File: config.mk
export PLATFORM = sky130hd
export DESIGN_NAME = conv3x3_mac_accumulator
export DESIGN_NICKNAME = d
export VERILOG_FILES = /design/src/rtl/conv3x3_mac_accumulator.sv
export SDC_FILE = /design/constraint.sdc
export NUM_CORES = 1
export LEC_CHECK = 0
export BUFFER_PORTS_ARGS = -buffer_cell sky130_fd_sc_hd__buf_2
export CORE_UTILIZATION = 46
export CTS_BUF_LIST = sky130_fd_sc_hd__clkbuf_16
export CTS_CLUSTER_DIAMETER = 40
export DETAILED_ROUTE_END_ITERATION = 8
export GPL_TIMING_DRIVEN = 0
export HOLD_SLACK_MARGIN = 0.02
export RECOVER_POWER = 100
export SLEW_MARGIN = 15
export SYNTH_ARGS = -nofsm -noshare
export SYNTH_HDL_FRONTEND = slang
export SYNTH_SLANG_ARGS = --single-unit
File: constraint.sdc
create_clock -name clk -period 3 [get_ports clk]
set_input_delay 0.75 -clock clk [delete_from_list [all_inputs] [get_ports clk]]
set_output_delay 0.75 -clock clk [all_outputs]
set_load 0.1 [all_outputs]
File: src/rtl/conv3x3_mac_accumulator.sv
// Sequential 3x3 convolution MAC: accumulates NUM_TAPS pixel*weight products plus a
// bias in Q4.12, then presents one saturated Q4.12 result on a valid/ready port.
module conv3x3_mac_accumulator #(
    parameter int NUM_TAPS  = 9,
    parameter int FRAC_BITS = 12,
    parameter int ACC_W     = 36
) (
    input  logic               clk,
    input  logic               rst,
    input  logic               in_valid,
    output logic               in_ready,
    input  logic signed [15:0] pixel,
    input  logic signed [15:0] weight,
    input  logic signed [15:0] bias,
    output logic               out_valid,
    input  logic               out_ready,
    output logic signed [15:0] acc_out,
    output logic               sat_flag,
    output logic               busy
);

    localparam int CNT_W = $clog2(NUM_TAPS + 1);
    localparam int R_W   = ACC_W - FRAC_BITS;

    localparam logic signed [R_W-1:0] MAX_R = {{(R_W-16){1'b0}}, 16'h7FFF};
    localparam logic signed [R_W-1:0] MIN_R = {{(R_W-16){1'b1}}, 16'h8000};

    typedef enum logic [1:0] {
        IDLE,
        ACCUM,
        OUTPUT
    } state_t;

    state_t                  r_state;
    state_t                  w_nextState;
    logic [CNT_W-1:0]        r_tapCnt;
    logic signed [ACC_W-1:0] r_acc;
    logic signed [15:0]      r_accOut;
    logic                    r_satFlag;

    logic                    w_accept;
    logic                    w_lastTap;
    logic                    w_handshake;
    logic signed [31:0]      w_prod;
    logic signed [ACC_W-1:0] w_prodExt;
    logic signed [ACC_W-1:0] w_biasExt;
    logic signed [ACC_W-1:0] w_accNext;
    logic signed [R_W-1:0]   w_r;
    logic signed [15:0]      w_sat;
    logic                    w_satFlag;

    // The first tap of a window seeds the sum with the bias aligned to the product's binary point.
    assign w_prod      = pixel * weight;
    assign w_prodExt   = {{(ACC_W-32){w_prod[31]}}, w_prod};
    assign w_biasExt   = {{(ACC_W-16-FRAC_BITS){bias[15]}}, bias, {FRAC_BITS{1'b0}}};
    assign w_accNext   = (r_state == IDLE) ? (w_biasExt + w_prodExt) : (r_acc + w_prodExt);
    assign w_r         = w_accNext[ACC_W-1:FRAC_BITS];
    assign w_accept    = in_valid & in_ready;
    assign w_handshake = out_valid & out_ready;

    always_comb begin
        w_sat     = w_r[15:0];
        w_satFlag = 1'b0;
        if (w_r > MAX_R) begin
            w_sat     = 16'sh7FFF;
            w_satFlag = 1'b1;
        end else if (w_r < MIN_R) begin
            w_sat     = 16'sh8000;
            w_satFlag = 1'b1;
        end
    end

    always_ff @(posedge clk or posedge rst) begin
        if (rst) begin
            r_state <= IDLE;
        end else begin
            r_state <= w_nextState;
        end
    end

    always_comb begin
        w_nextState = r_state;
        in_ready    = 1'b0;
        out_valid   = 1'b0;
        busy        = 1'b0;
        w_lastTap   = 1'b0;
        case (r_state)
            IDLE: begin
                in_ready  = 1'b1;
                w_lastTap = (NUM_TAPS == 1);
                if (in_valid) begin
                    w_nextState = w_lastTap ? OUTPUT : ACCUM;
                end
            end
            ACCUM: begin
                in_ready  = 1'b1;
                busy      = 1'b1;
                w_lastTap = (r_tapCnt == CNT_W'(NUM_TAPS - 1));
                if (in_valid && w_lastTap) begin
                    w_nextState = OUTPUT;
                end
            end
            OUTPUT: begin
                out_valid = 1'b1;
                busy      = 1'b1;
                if (out_ready) begin
                    w_nextState = IDLE;
                end
            end
            default: w_nextState = IDLE;
        endcase
    end

    // Result is captured together with the last tap so it is stable for the whole OUTPUT stay.
    always_ff @(posedge clk or posedge rst) begin
        if (rst) begin
            r_tapCnt  <= '0;
            r_acc     <= '0;
            r_accOut  <= '0;
            r_satFlag <= 1'b0;
        end else if (w_accept) begin
            r_acc    <= w_accNext;
            r_tapCnt <= (r_state == IDLE) ? CNT_W'(1) : (r_tapCnt + CNT_W'(1));
            if (w_lastTap) begin
                r_accOut  <= w_sat;
                r_satFlag <= w_satFlag;
            end
        end else if (w_handshake) begin
            r_acc    <= '0;
            r_tapCnt <= '0;
        end
    end

    assign acc_out  = r_accOut;
    assign sat_flag = r_satFlag;

endmodule
==> flow_summary_export.csv, run 1 <==
group,metric,value,unit
grt,grt_pass1_vias,14470,
setup_path,timing.critical_path.slowest_stage_cell,"sky130_fd_sc_hd__fa_1",
sta,tightest_slew,1.431,ns
sta,setup_violating_endpoint_count_in_the_final_report,57,
yosys,synth.avg_cell_area,8.665,um2
yosys,synth-main-ff-cell,"sky130_fd_sc_hd__dfrtp_1",
clocking,clkSlewWorstSetupHoldPaths,0.06,ns
grt,grt_pass1_wl,78.72,mm
die,chipWidth,186.8,um
placed_design,dp.final_hpwl,37.85,mm
die,die_area,34910,um2
grt,grt.total_usage,28.75,%
job,maxCapViolCount,0,
setup_path,worst_r2r_endpoint,"acc_out[7]$_DFFE_PP0P_",
grt,globalRouteOverflowTotal,0,
sta,max_slew_violation_count,0,
cells_and_area,multi_input_area,14960,um2
yosys,netlist-cell-type-count,75,
clocking,cts_hold_buffers,0,
setup_path,critPathCaptureType,"register",
run_status,status,"finished with violations",
setup_path,worst_flop_to_flop_path_startpoint,"r_acc[1]$_DFFE_PP0P_",
yosys,synth-edff-count,0,
placed_design,port_buffers,71,
setup_path,slowest_delay,0.53,ns
clocking,cts_inserted_buffers,9,
die,placeable_core_region,33620,um2
cells_and_area,drive_above_1_share,31.86,%
setup_path,setup.worst_path.class,"in2reg",
sta,fin_crit_sh,285.6,%
cells_and_area,stdcell_count,2507,
sta,timing.final.hold_violations,0,
cells_and_area,final_core_util,63.64,%
grt,grt_max_degree,53,
die,design.portCount,72,
cells_and_area,layout_common_cells,"307 x sky130_fd_sc_hd__inv_1, 245 x sky130_fd_sc_hd__fa_1, 176 x sky130_fd_sc_hd__nand2_1",
cells_and_area,n_antenna_cell,0,
yosys,syn_area,15720,um2
sta,setup_slack,-5.567,ns
die,die_y,186.8,um
route,route.final.wire_length,48.76,mm
placed_design,gp_congestion,0.9033,
cells_and_area,leading_cell_type_in_the_layout_fill_and_taps_excluded,"sky130_fd_sc_hd__inv_1",
clocking,numClockSinks,59,
clocking,clockBufferDepth,2,
setup_path,critPathBufInv,9,
sta,layout_min_cycle_time,8.567,ns
cells_and_area,nNetsFinal,2513,
grt,initial_antenna_violation_count,0,
yosys,synth.top_cells.by_area,"sky130_fd_sc_hd__fa_1 34%, sky130_fd_sc_hd__ha_1 11%, sky130_fd_sc_hd__dfrtp_1 9.4%",
placed_design,placed_cells_incl_taps,2334,
setup_path,cp_common_cell,"sky130_fd_sc_hd__fa_1",
yosys,synth_warnings,0,
hold_path,hold_path_class,"in2async",
yosys,async_reset_ff_share,100.0,%
route,antenna_left,0,
placed_design,placement.setup.worst_slack,-6.448,ns
route,detail_route.drc_violations,0,
setup_path,critical_path_peak_fanout,8,
run_status,violations_in_the_final_reports,"setup timing",
yosys,mappedNetlistNets,2273,
cells_and_area,ff_latch_area,1476,um2
setup_path,arrival,8.77,ns
setup_path,slack_of_the_worst_reg_to_reg_path,-0.93,ns
yosys,post-synth-top-area-fraction,33.63,%
yosys,post_synth_inst_count,1814,
clocking,clk_root_buffer_cell,"sky130_fd_sc_hd__clkbuf_16",
route,overall_via_count_from_detail_route,13660,
route,post_drt_wl_per_cell,19.45,um
clocking,h_tree_depth,3,
clocking,insertion_delay,0.33,ns
die,initial_core_utilization,46.76,%
route,via_per_inst,5.447,
yosys,share_of_synthesized_area_occupied_by_flip_flops_and_latches,9.393,%
clocking,clock_tree_from_tritoncts,"done",
setup_path,required,3.20,ns
route,dr_iter_0_viols,846,
setup_path,critical_path.startpoint_type,"input port",
sta,finalClockSkew,0.009338,ns
sta,rsz_0062_raised_after_global_routing,"true",
sta,worst_slew_margin_relative_to_its_limit,4.601,%
setup_path,critical-path-top-delay-family,"adder cells",
yosys,postSynthRegisterBits,59,
sta,max_freq,0.1167,GHz
die,rows,67,
setup_path,worst_reg_to_reg_path_cell_count,12,
route,drt_first_pass_iters,5,
yosys,synth_area_leader_cell,"sky130_fd_sc_hd__fa_1",
cells_and_area,areaGrowthSynthToFinish,36.12,%
cells_and_area,n_fill_cell,2806,
-- state kept, by name, summed over array words and instances (netlist names) --
| register | cells |
|---|---|
| acc_out | 16 |
| r_acc | 36 |
| r_state | 2 |
| r_tapCnt | 4 |
| sat_flag | 1 |
-- cells in the mapped netlist, types with 5 or more instances --
| master | n |
|---|---|
| sky130_fd_sc_hd__nand4_1 | 7 |
| sky130_fd_sc_hd__xor2_1 | 27 |
| sky130_fd_sc_hd__mux2i_1 | 8 |
| sky130_fd_sc_hd__o21ai_0 | 82 |
| sky130_fd_sc_hd__nor2_1 | 84 |
| sky130_fd_sc_hd__fa_1 | 264 |
| sky130_fd_sc_hd__nor3_1 | 10 |
| sky130_fd_sc_hd__o31ai_1 | 5 |
| sky130_fd_sc_hd__o2111ai_1 | 5 |
| sky130_fd_sc_hd__nor2b_1 | 5 |
| sky130_fd_sc_hd__o21a_1 | 13 |
| sky130_fd_sc_hd__a22o_1 | 16 |
| sky130_fd_sc_hd__nand2_1 | 201 |
| sky130_fd_sc_hd__dfrtp_1 | 59 |
| sky130_fd_sc_hd__a211oi_1 | 8 |
| sky130_fd_sc_hd__nand2b_1 | 20 |
| sky130_fd_sc_hd__o21ai_1 | 8 |
| sky130_fd_sc_hd__and2_1 | 128 |
| sky130_fd_sc_hd__xnor2_1 | 50 |
| sky130_fd_sc_hd__clkbuf_1 | 49 |
| sky130_fd_sc_hd__and3_1 | 7 |
| sky130_fd_sc_hd__a31oi_1 | 12 |
| sky130_fd_sc_hd__inv_1 | 344 |
| sky130_fd_sc_hd__or2_2 | 9 |
| sky130_fd_sc_hd__o22ai_1 | 7 |
| sky130_fd_sc_hd__a21oi_1 | 90 |
| sky130_fd_sc_hd__a21o_1 | 32 |
| sky130_fd_sc_hd__ha_1 | 143 |
| sky130_fd_sc_hd__o211ai_1 | 13 |
| sky130_fd_sc_hd__nand3_1 | 18 |
| sky130_fd_sc_hd__o22ai_2 | 11 |
| sky130_fd_sc_hd__o21bai_1 | 7 |
-- kinds of logic after synthesis --
group,count (synthesis),share of synthesized area (%)
mux,9,0.5811
fa+ha+maj,407,45.01
compound gates,356,15.44
xor+xnor,78,4.434
simple gates,505,15.49
flops,59,9.393
buf+inv,400,9.656
-- worst max path at each step --
| stage | from | to | slack, ns | cells after the start |
|---|---|---|---|---|
| 2_1_floorplan | weight[5] | acc_out[0]$_DFFE_PP0P_ | -5.15 | 36 |
| 6_report | weight[6] | acc_out[7]$_DFFE_PP0P_ | -5.57 | 37 |
| 4_1_cts | pixel[5] | acc_out[10]$_DFFE_PP0P_ | -5.54 | 38 |
| 3_5_place_dp | pixel[10] | acc_out[0]$_DFFE_PP0P_ | -6.45 | 33 |
| 5_1_grt | pixel[5] | acc_out[3]$_DFFE_PP0P_ | -5.83 | 38 |
| 3_3_place_gp | pixel[10] | acc_out[0]$_DFFE_PP0P_ | -6.48 | 33 |
-- layout make-up --
cell class | instances | share of cell area (%)
Multi-Input combinational cell | 1355 | 69.92
Timing Repair Buffer | 233 | 9.486
Sequential cell | 59 | 6.901
Inverter | 344 | 6.094
Buffer | 52 | 3.755
Tap cell | 448 | 2.620
Clock buffer | 9 | 1.053
Clock inverter | 7 | 0.1696
-- metrics by stage --
step / cell area (um2) / TNS (ns) / hold WS (ns)
floorplan: 16630 / -200.37 / 0.4507
global placement: 17550 / -264.93 / 0.4671
detailed placement: 17580 / -255.66 / 0.4759
CTS: 20270 / -220.39 / 0.3115
global route: 21390 / -234.42 / 0.4083
finish: 21390 / -221.35 / 0.3790
-- worst register-to-register path, delay by kind of cell, from the launching register on --
family                   cells  cell delay, ns
AO/OA/AOI/OAI                8            2.51
adder cells (fa/ha/maj)      1            0.32
buffers and inverters        2            0.39
flip-flops                   1            0.40
AND/OR/NAND/NOR              1            0.19
-- metal layers --
metal	global-route usage [%]	wire (um)
met2	49.08	23570
met3	2.552	2373
met5	0	0
met1	38.10	20820
met4	10.59	2004
-- what timing repair did --
action / CTS / global route
pin swaps: 147 / 156
resized for setup: 342 / 177
buffers inserted: 109 / 51
setup endpoints to repair: 59 / 58
hold endpoints to repair: 0 / 0
cloned: 3 / 1
Power of run 1 is left out: the tool's default activity adds up to more than one toggle a clock period on the data nets, which glitch-free logic cannot reach.
==> run 2: changes to the inputs <==
--- a/config.mk
+++ b/config.mk
@@ -13,6 +13,7 @@
 export GPL_TIMING_DRIVEN = 0
 export HOLD_SLACK_MARGIN = 0.02
 export RECOVER_POWER = 100
+export SETUP_SLACK_MARGIN = 0.2
 export SLEW_MARGIN = 15
 export SYNTH_ARGS = -nofsm -noshare
 export SYNTH_HDL_FRONTEND = slang
==> constraint.sdc (replaced) <==
create_clock -name clk -period 3 [get_ports clk]
set_input_delay 0.6 -clock clk [delete_from_list [all_inputs] [get_ports clk]]
set_output_delay 0.6 -clock clk [all_outputs]
set_load 0.1 [all_outputs]
==> flow_summary_export.csv, run 2 (same netlist as run 1, synthesis figures left out) <==
group,metric,value,unit
placed_design,placed_cells_incl_taps,2334,
setup_path,critical-path-top-delay-family,"adder cells",
route,dr_iter_0_viols,732,
setup_path,worst_flop_to_flop_path_startpoint,"r_acc[1]$_DFFE_PP0P_",
setup_path,critical_path_peak_fanout,8,
setup_path,worst_setup_path_startpoint,"weight[1]",
die,chipWidth,186.8,um
die,placeable_core_region,33620,um2
clocking,clkSlewWorstSetupHoldPaths,0.05,ns
route,post_drt_wl_per_cell,19.32,um
sta,rsz_0062_raised_after_global_routing,"true",
clocking,cts_inserted_buffers,9,
cells_and_area,n_fill_cell,2812,
grt,grt_max_degree,59,
route,antenna_left,0,
sta,worst_slew_margin_relative_to_its_limit,-2.337,%
sta,finalClockSkew,0.01041,ns
placed_design,port_buffers,71,
cells_and_area,leading_cell_type_in_the_layout_fill_and_taps_excluded,"sky130_fd_sc_hd__inv_1",
die,rows,67,
route,detail_route.drc_violations,0,
grt,grt_use_met2,46.74,%
grt,grt_busiest_layer,"met2",
route,drt_first_pass_iters,5,
cells_and_area,areaGrowthSynthToFinish,33.30,%
route,route.final.wire_length,47.83,mm
sta,fin_worst_hold_slack,0.1132,ns
sta,fin_crit_sh,281.8,%
sta,max_slew_violation_count,59,
clocking,numClockSinks,59,
setup_path,critPathBufInv,8,
hold_path,hold_path_class,"in2async",
run_status,violations_in_the_final_reports,"capacitance limit, slew limit, setup timing",
sta,tightest_slew,1.535,ns
grt,grt_pass1_vias,13920,
die,die_area,34910,um2
clocking,clk_root_buffer_cell,"sky130_fd_sc_hd__clkbuf_16",
route,overall_via_count_from_detail_route,13410,
setup_path,critPathCaptureType,"register",
cells_and_area,final_core_util,62.33,%
sta,setup_slack,-5.453,ns
cells_and_area,n_antenna_cell,0,
clocking,cts_hold_buffers,0,
grt,globalRouteOverflowTotal,0,
clocking,clockBufferDepth,2,
cells_and_area,stdcell_count,2476,
setup_path,setup.worst_path.class,"in2reg",
placed_design,dp.final_hpwl,37.59,mm
clocking,h_tree_depth,3,
die,design.portCount,72,
die,initial_core_utilization,46.76,%
setup_path,critical_path.startpoint_type,"input port",
die,die_y,186.8,um
cells_and_area,largest_reg_flops,36,
setup_path,timing.critical_path.slowest_stage_cell,"sky130_fd_sc_hd__fa_2",
cells_and_area,nNetsFinal,2483,
cells_and_area,layout_common_cells,"309 x sky130_fd_sc_hd__inv_1, 248 x sky130_fd_sc_hd__fa_1, 186 x sky130_fd_sc_hd__nand2_1",
sta,max_freq,0.1183,GHz
grt,met3_usage,2.101,%
sta,layout_min_cycle_time,8.453,ns
setup_path,arrival,8.71,ns
cells_and_area,largest-register,"r_acc",
clocking,insertion_delay,0.34,ns
route,via_per_inst,5.418,
clocking,clock_tree_from_tritoncts,"done",
run_status,status,"finished with violations",
cells_and_area,drive_above_1_share,29.59,%
grt,grt_util_met1,38.87,%
grt,grt_pass1_wl,76.73,mm
setup_path,required,3.26,ns
job,maxCapViolCount,1,
setup_path,slowest_delay,0.63,ns
grt,initial_antenna_violation_count,0,
placed_design,gp_congestion,0.9271,
sta,timing.final.hold_violations,0,
grt,grt.total_usage,28.12,%
sta,setup_violating_endpoint_count_in_the_final_report,52,
setup_path,cp_common_cell,"sky130_fd_sc_hd__fa_1",
run 2: layout make-up:
cell class	instances	area (um2)	area share, %
plain buffers	56	849.6	4.055
clock buffers	9	225.2	1.075
clock inverters	6	82.58	0.3941
inverters	344	1299	6.199
multi-input cells	1355	14700	70.16
flip-flops and latches	59	1476	7.047
well taps	448	560.5	2.675
repair buffers	199	1758	8.391
run 2: path summary, 6_finish.rpt:
| path | to | slack [ns] | cells after the start |
|---|---|---|---|
| max in group asynchronous | r_acc[33]$_DFFE_PP0P_ | 1.22 | 3 |
| max reg2reg | acc_out[11]$_DFFE_PP0P_ | -0.70 | 13 |
| max | acc_out[12]$_DFFE_PP0P_ | -5.45 | 36 |
| min in group clk | r_acc[0]$_DFFE_PP0P_ | 0.50 | 2 |
| min reg2reg | r_acc[0]$_DFFE_PP0P_ | 0.50 | 2 |
| min | r_acc[2]$_DFFE_PP0P_ | 0.11 | 2 |
run 2: metrics by stage:
stage / setup TNS [ns] / setup slack (ns) / area, um2
global route: -226.74 / -5.765 / 20950
finish: -212.60 / -5.453 / 20950
detailed placement: -249.25 / -6.342 / 17590
floorplan: -193.02 / -4.997 / 16650
CTS: -215.34 / -5.454 / 19820
global placement: -249.33 / -6.339 / 17560
run 2: what timing repair did:
item | CTS | global route
resized for setup | 258 | 199
setup endpoints to repair | 59 | 58
endpoints found under the hold margin | 0 | 0
setup buffers | 82 | 39
pin swaps | 113 | 122
cloned | 4 | 2
run 2: per-layer routing:
metal,part of all wire (%),vias to the layer above
met3,4.8,92
li1,-,6234
met4,3.7,0
met5,0,-
met2,48,392
met1,43,6696
Power of run 2 is left out for the same reason.
==> run 3: changes to the inputs <==
--- a/config.mk
+++ b/config.mk
@@ -6,6 +6,7 @@
 export NUM_CORES = 1
 export LEC_CHECK = 0
 export BUFFER_PORTS_ARGS = -buffer_cell sky130_fd_sc_hd__buf_2
+export CORE_ASPECT_RATIO = 0.6
 export CORE_UTILIZATION = 46
 export CTS_BUF_LIST = sky130_fd_sc_hd__clkbuf_16
 export CTS_CLUSTER_DIAMETER = 40
==> flow_summary_export.csv, run 3 (same netlist as run 1, synthesis figures left out) <==
group,metric,value,unit
die,design.portCount,72,
clocking,h_tree_depth,3,
cells_and_area,layout_common_cells,"312 x sky130_fd_sc_hd__inv_1, 247 x sky130_fd_sc_hd__fa_1, 179 x sky130_fd_sc_hd__nand2_1",
grt,initial_antenna_violation_count,4,
setup_path,critical-path-top-delay-family,"adder cells",
sta,finalClockSkew,0.007236,ns
cells_and_area,nNetsFinal,2492,
die,placeable_core_region,33640,um2
route,antenna_left,0,
sta,rsz_0062_raised_after_global_routing,"true",
sta,max_freq,0.1158,GHz
sta,tightest_slew,1.556,ns
die,initial_core_utilization,46.73,%
route,overall_via_count_from_detail_route,13980,
job,maxCapViolCount,1,
clocking,clock_tree_from_tritoncts,"done",
setup_path,critPathBufInv,9,
die,chipWidth,240.6,um
route,dr_iter_0_viols,1036,
setup_path,slowest_delay,0.57,ns
placed_design,port_buffers,71,
cells_and_area,leading_cell_type_in_the_layout_fill_and_taps_excluded,"sky130_fd_sc_hd__inv_1",
route,post_drt_wl_per_cell,20.92,um
clocking,clkSlewWorstSetupHoldPaths,0.06,ns
sta,fin_crit_sh,287.9,%
setup_path,timing.critical_path.slowest_stage_cell,"sky130_fd_sc_hd__fa_1",
die,rows,52,
run_status,status,"finished with violations",
route,via_per_inst,5.591,
placed_design,gp_congestion,0.9957,
grt,globalRouteOverflowTotal,0,
clocking,insertion_delay,0.36,ns
sta,layout_min_cycle_time,8.638,ns
grt,grt_pass1_wl,81.03,mm
setup_path,critical_path.startpoint_type,"input port",
clocking,cts_hold_buffers,0,
route,route.final.wire_length,52.29,mm
sta,tns,-215.93,ns
clocking,clockBufferDepth,2,
setup_path,required,3.24,ns
sta,worst_slew_margin_relative_to_its_limit,-3.732,%
grt,grt_pass1_vias,14490,
placed_design,dp.final_hpwl,40.64,mm
cells_and_area,design_area,21100,um2
sta,max_slew_violation_count,54,
die,die_area,34940,um2
cells_and_area,largest_reg_flops,36,
sta,fin_worst_hold_slack,0.1925,ns
cells_and_area,largest-register,"r_acc",
sta,setup_violating_endpoint_count_in_the_final_report,53,
sta,timing.final.hold_violations,0,
run_status,violations_in_the_final_reports,"capacitance limit, slew limit, setup timing",
cells_and_area,areaGrowthSynthToFinish,34.26,%
setup_path,cp_common_cell,"sky130_fd_sc_hd__fa_1",
placed_design,total_placed_instance_area,17610,um2
setup_path,arrival,8.88,ns
die,die_y,145.2,um
cells_and_area,drive_above_1_share,29.78,%
cells_and_area,n_fill_cell,2862,
setup_path,critPathCaptureType,"register",
clocking,cts_inserted_buffers,9,
sta,setup_slack,-5.638,ns
route,detail_route.drc_violations,0,
hold_path,hold_path_class,"in2async",
grt,grt_max_degree,54,
setup_path,critical_path_peak_fanout,8,
clocking,clk_root_buffer_cell,"sky130_fd_sc_hd__clkbuf_16",
setup_path,setup.worst_path.class,"in2reg",
route,drt_first_pass_iters,7,
grt,grt.total_usage,30.61,%
clocking,numClockSinks,59,
-- run 3: per-stage QoR --
stage | util (%) | instances | setup WS, ns
4_1_cts | 58.31 | 2437 | -5.549
3_5_place_dp | 52.34 | 2345 | -6.615
6_report | 62.74 | 2500 | -5.638
2_1_floorplan | - | 1814 | -4.997
3_3_place_gp | 52.25 | 2344 | -6.580
5_1_grt | 62.73 | 2499 | -5.943
-- run 3: worst register-to-register path, cell delays in order, from the launching register on --
cell	delay, ns
sky130_fd_sc_hd__dfrtp_1	0.40
sky130_fd_sc_hd__ha_1	0.32
sky130_fd_sc_hd__a211oi_1	0.37
sky130_fd_sc_hd__o21ai_4	0.12
sky130_fd_sc_hd__o2111ai_1	0.79
sky130_fd_sc_hd__a211oi_2	0.20
sky130_fd_sc_hd__a311oi_2	0.36
sky130_fd_sc_hd__xnor2_1	0.21
sky130_fd_sc_hd__o21ai_4	0.10
sky130_fd_sc_hd__nor4_4	0.31
sky130_fd_sc_hd__a31oi_4	0.13
sky130_fd_sc_hd__buf_12	0.16
sky130_fd_sc_hd__buf_6	0.11
sky130_fd_sc_hd__buf_6	0.10
sky130_fd_sc_hd__o22a_1	0.16
-- run 3: layer usage --
metal,up-vias,GRT usage (%),routed length (um)
li1,6284,-,-
met1,7107,47.08,24770
met2,521,44.02,21970
met3,63,7.192,4851
met4,2,4.682,636
met5,-,0,57
-- run 3: layout make-up --
class	instances	area (um2)	area share, %
Antenna cell	3	7.507	0.03557
Clock buffer	9	225.2	1.067
Clock inverter	7	43.79	0.2075
Inverter	344	1301	6.166
Buffer	56	838.3	3.972
Sequential cell	59	1476	6.996
Multi-Input combinational cell	1355	14840	70.33
Timing Repair Buffer	208	1795	8.508
Tap cell	459	574.3	2.721
-- run 3: path summary, 6_finish.rpt --
check / start / endpoint / slack, ns / cells past startpoint
min in group clk: r_acc[28]$_DFFE_PP0P_ / r_acc[28]$_DFFE_PP0P_ / 0.49 / 2
worst max-delay path: pixel[7] / sat_flag$_DFFE_PP0P_ / -5.64 / 36
worst min-delay path: rst / r_acc[3]$_DFFE_PP0P_ / 0.19 / 2
worst max register to register: r_acc[1]$_DFFE_PP0P_ / sat_flag$_DFFE_PP0P_ / -0.96 / 14
max in group asynchronous: rst / r_acc[32]$_DFFE_PP0P_ / 1.00 / 3
worst min register to register: r_acc[28]$_DFFE_PP0P_ / r_acc[28]$_DFFE_PP0P_ / 0.49 / 2
-- run 3: timing repair --
item                       4_1_cts  5_1_grt
pin swaps                       90      138
setup buffers                   75       57
setup endpoints to repair       59       55
cloned                           1        3
resized for setup              237      221
Power of run 3 is left out for the same reason.
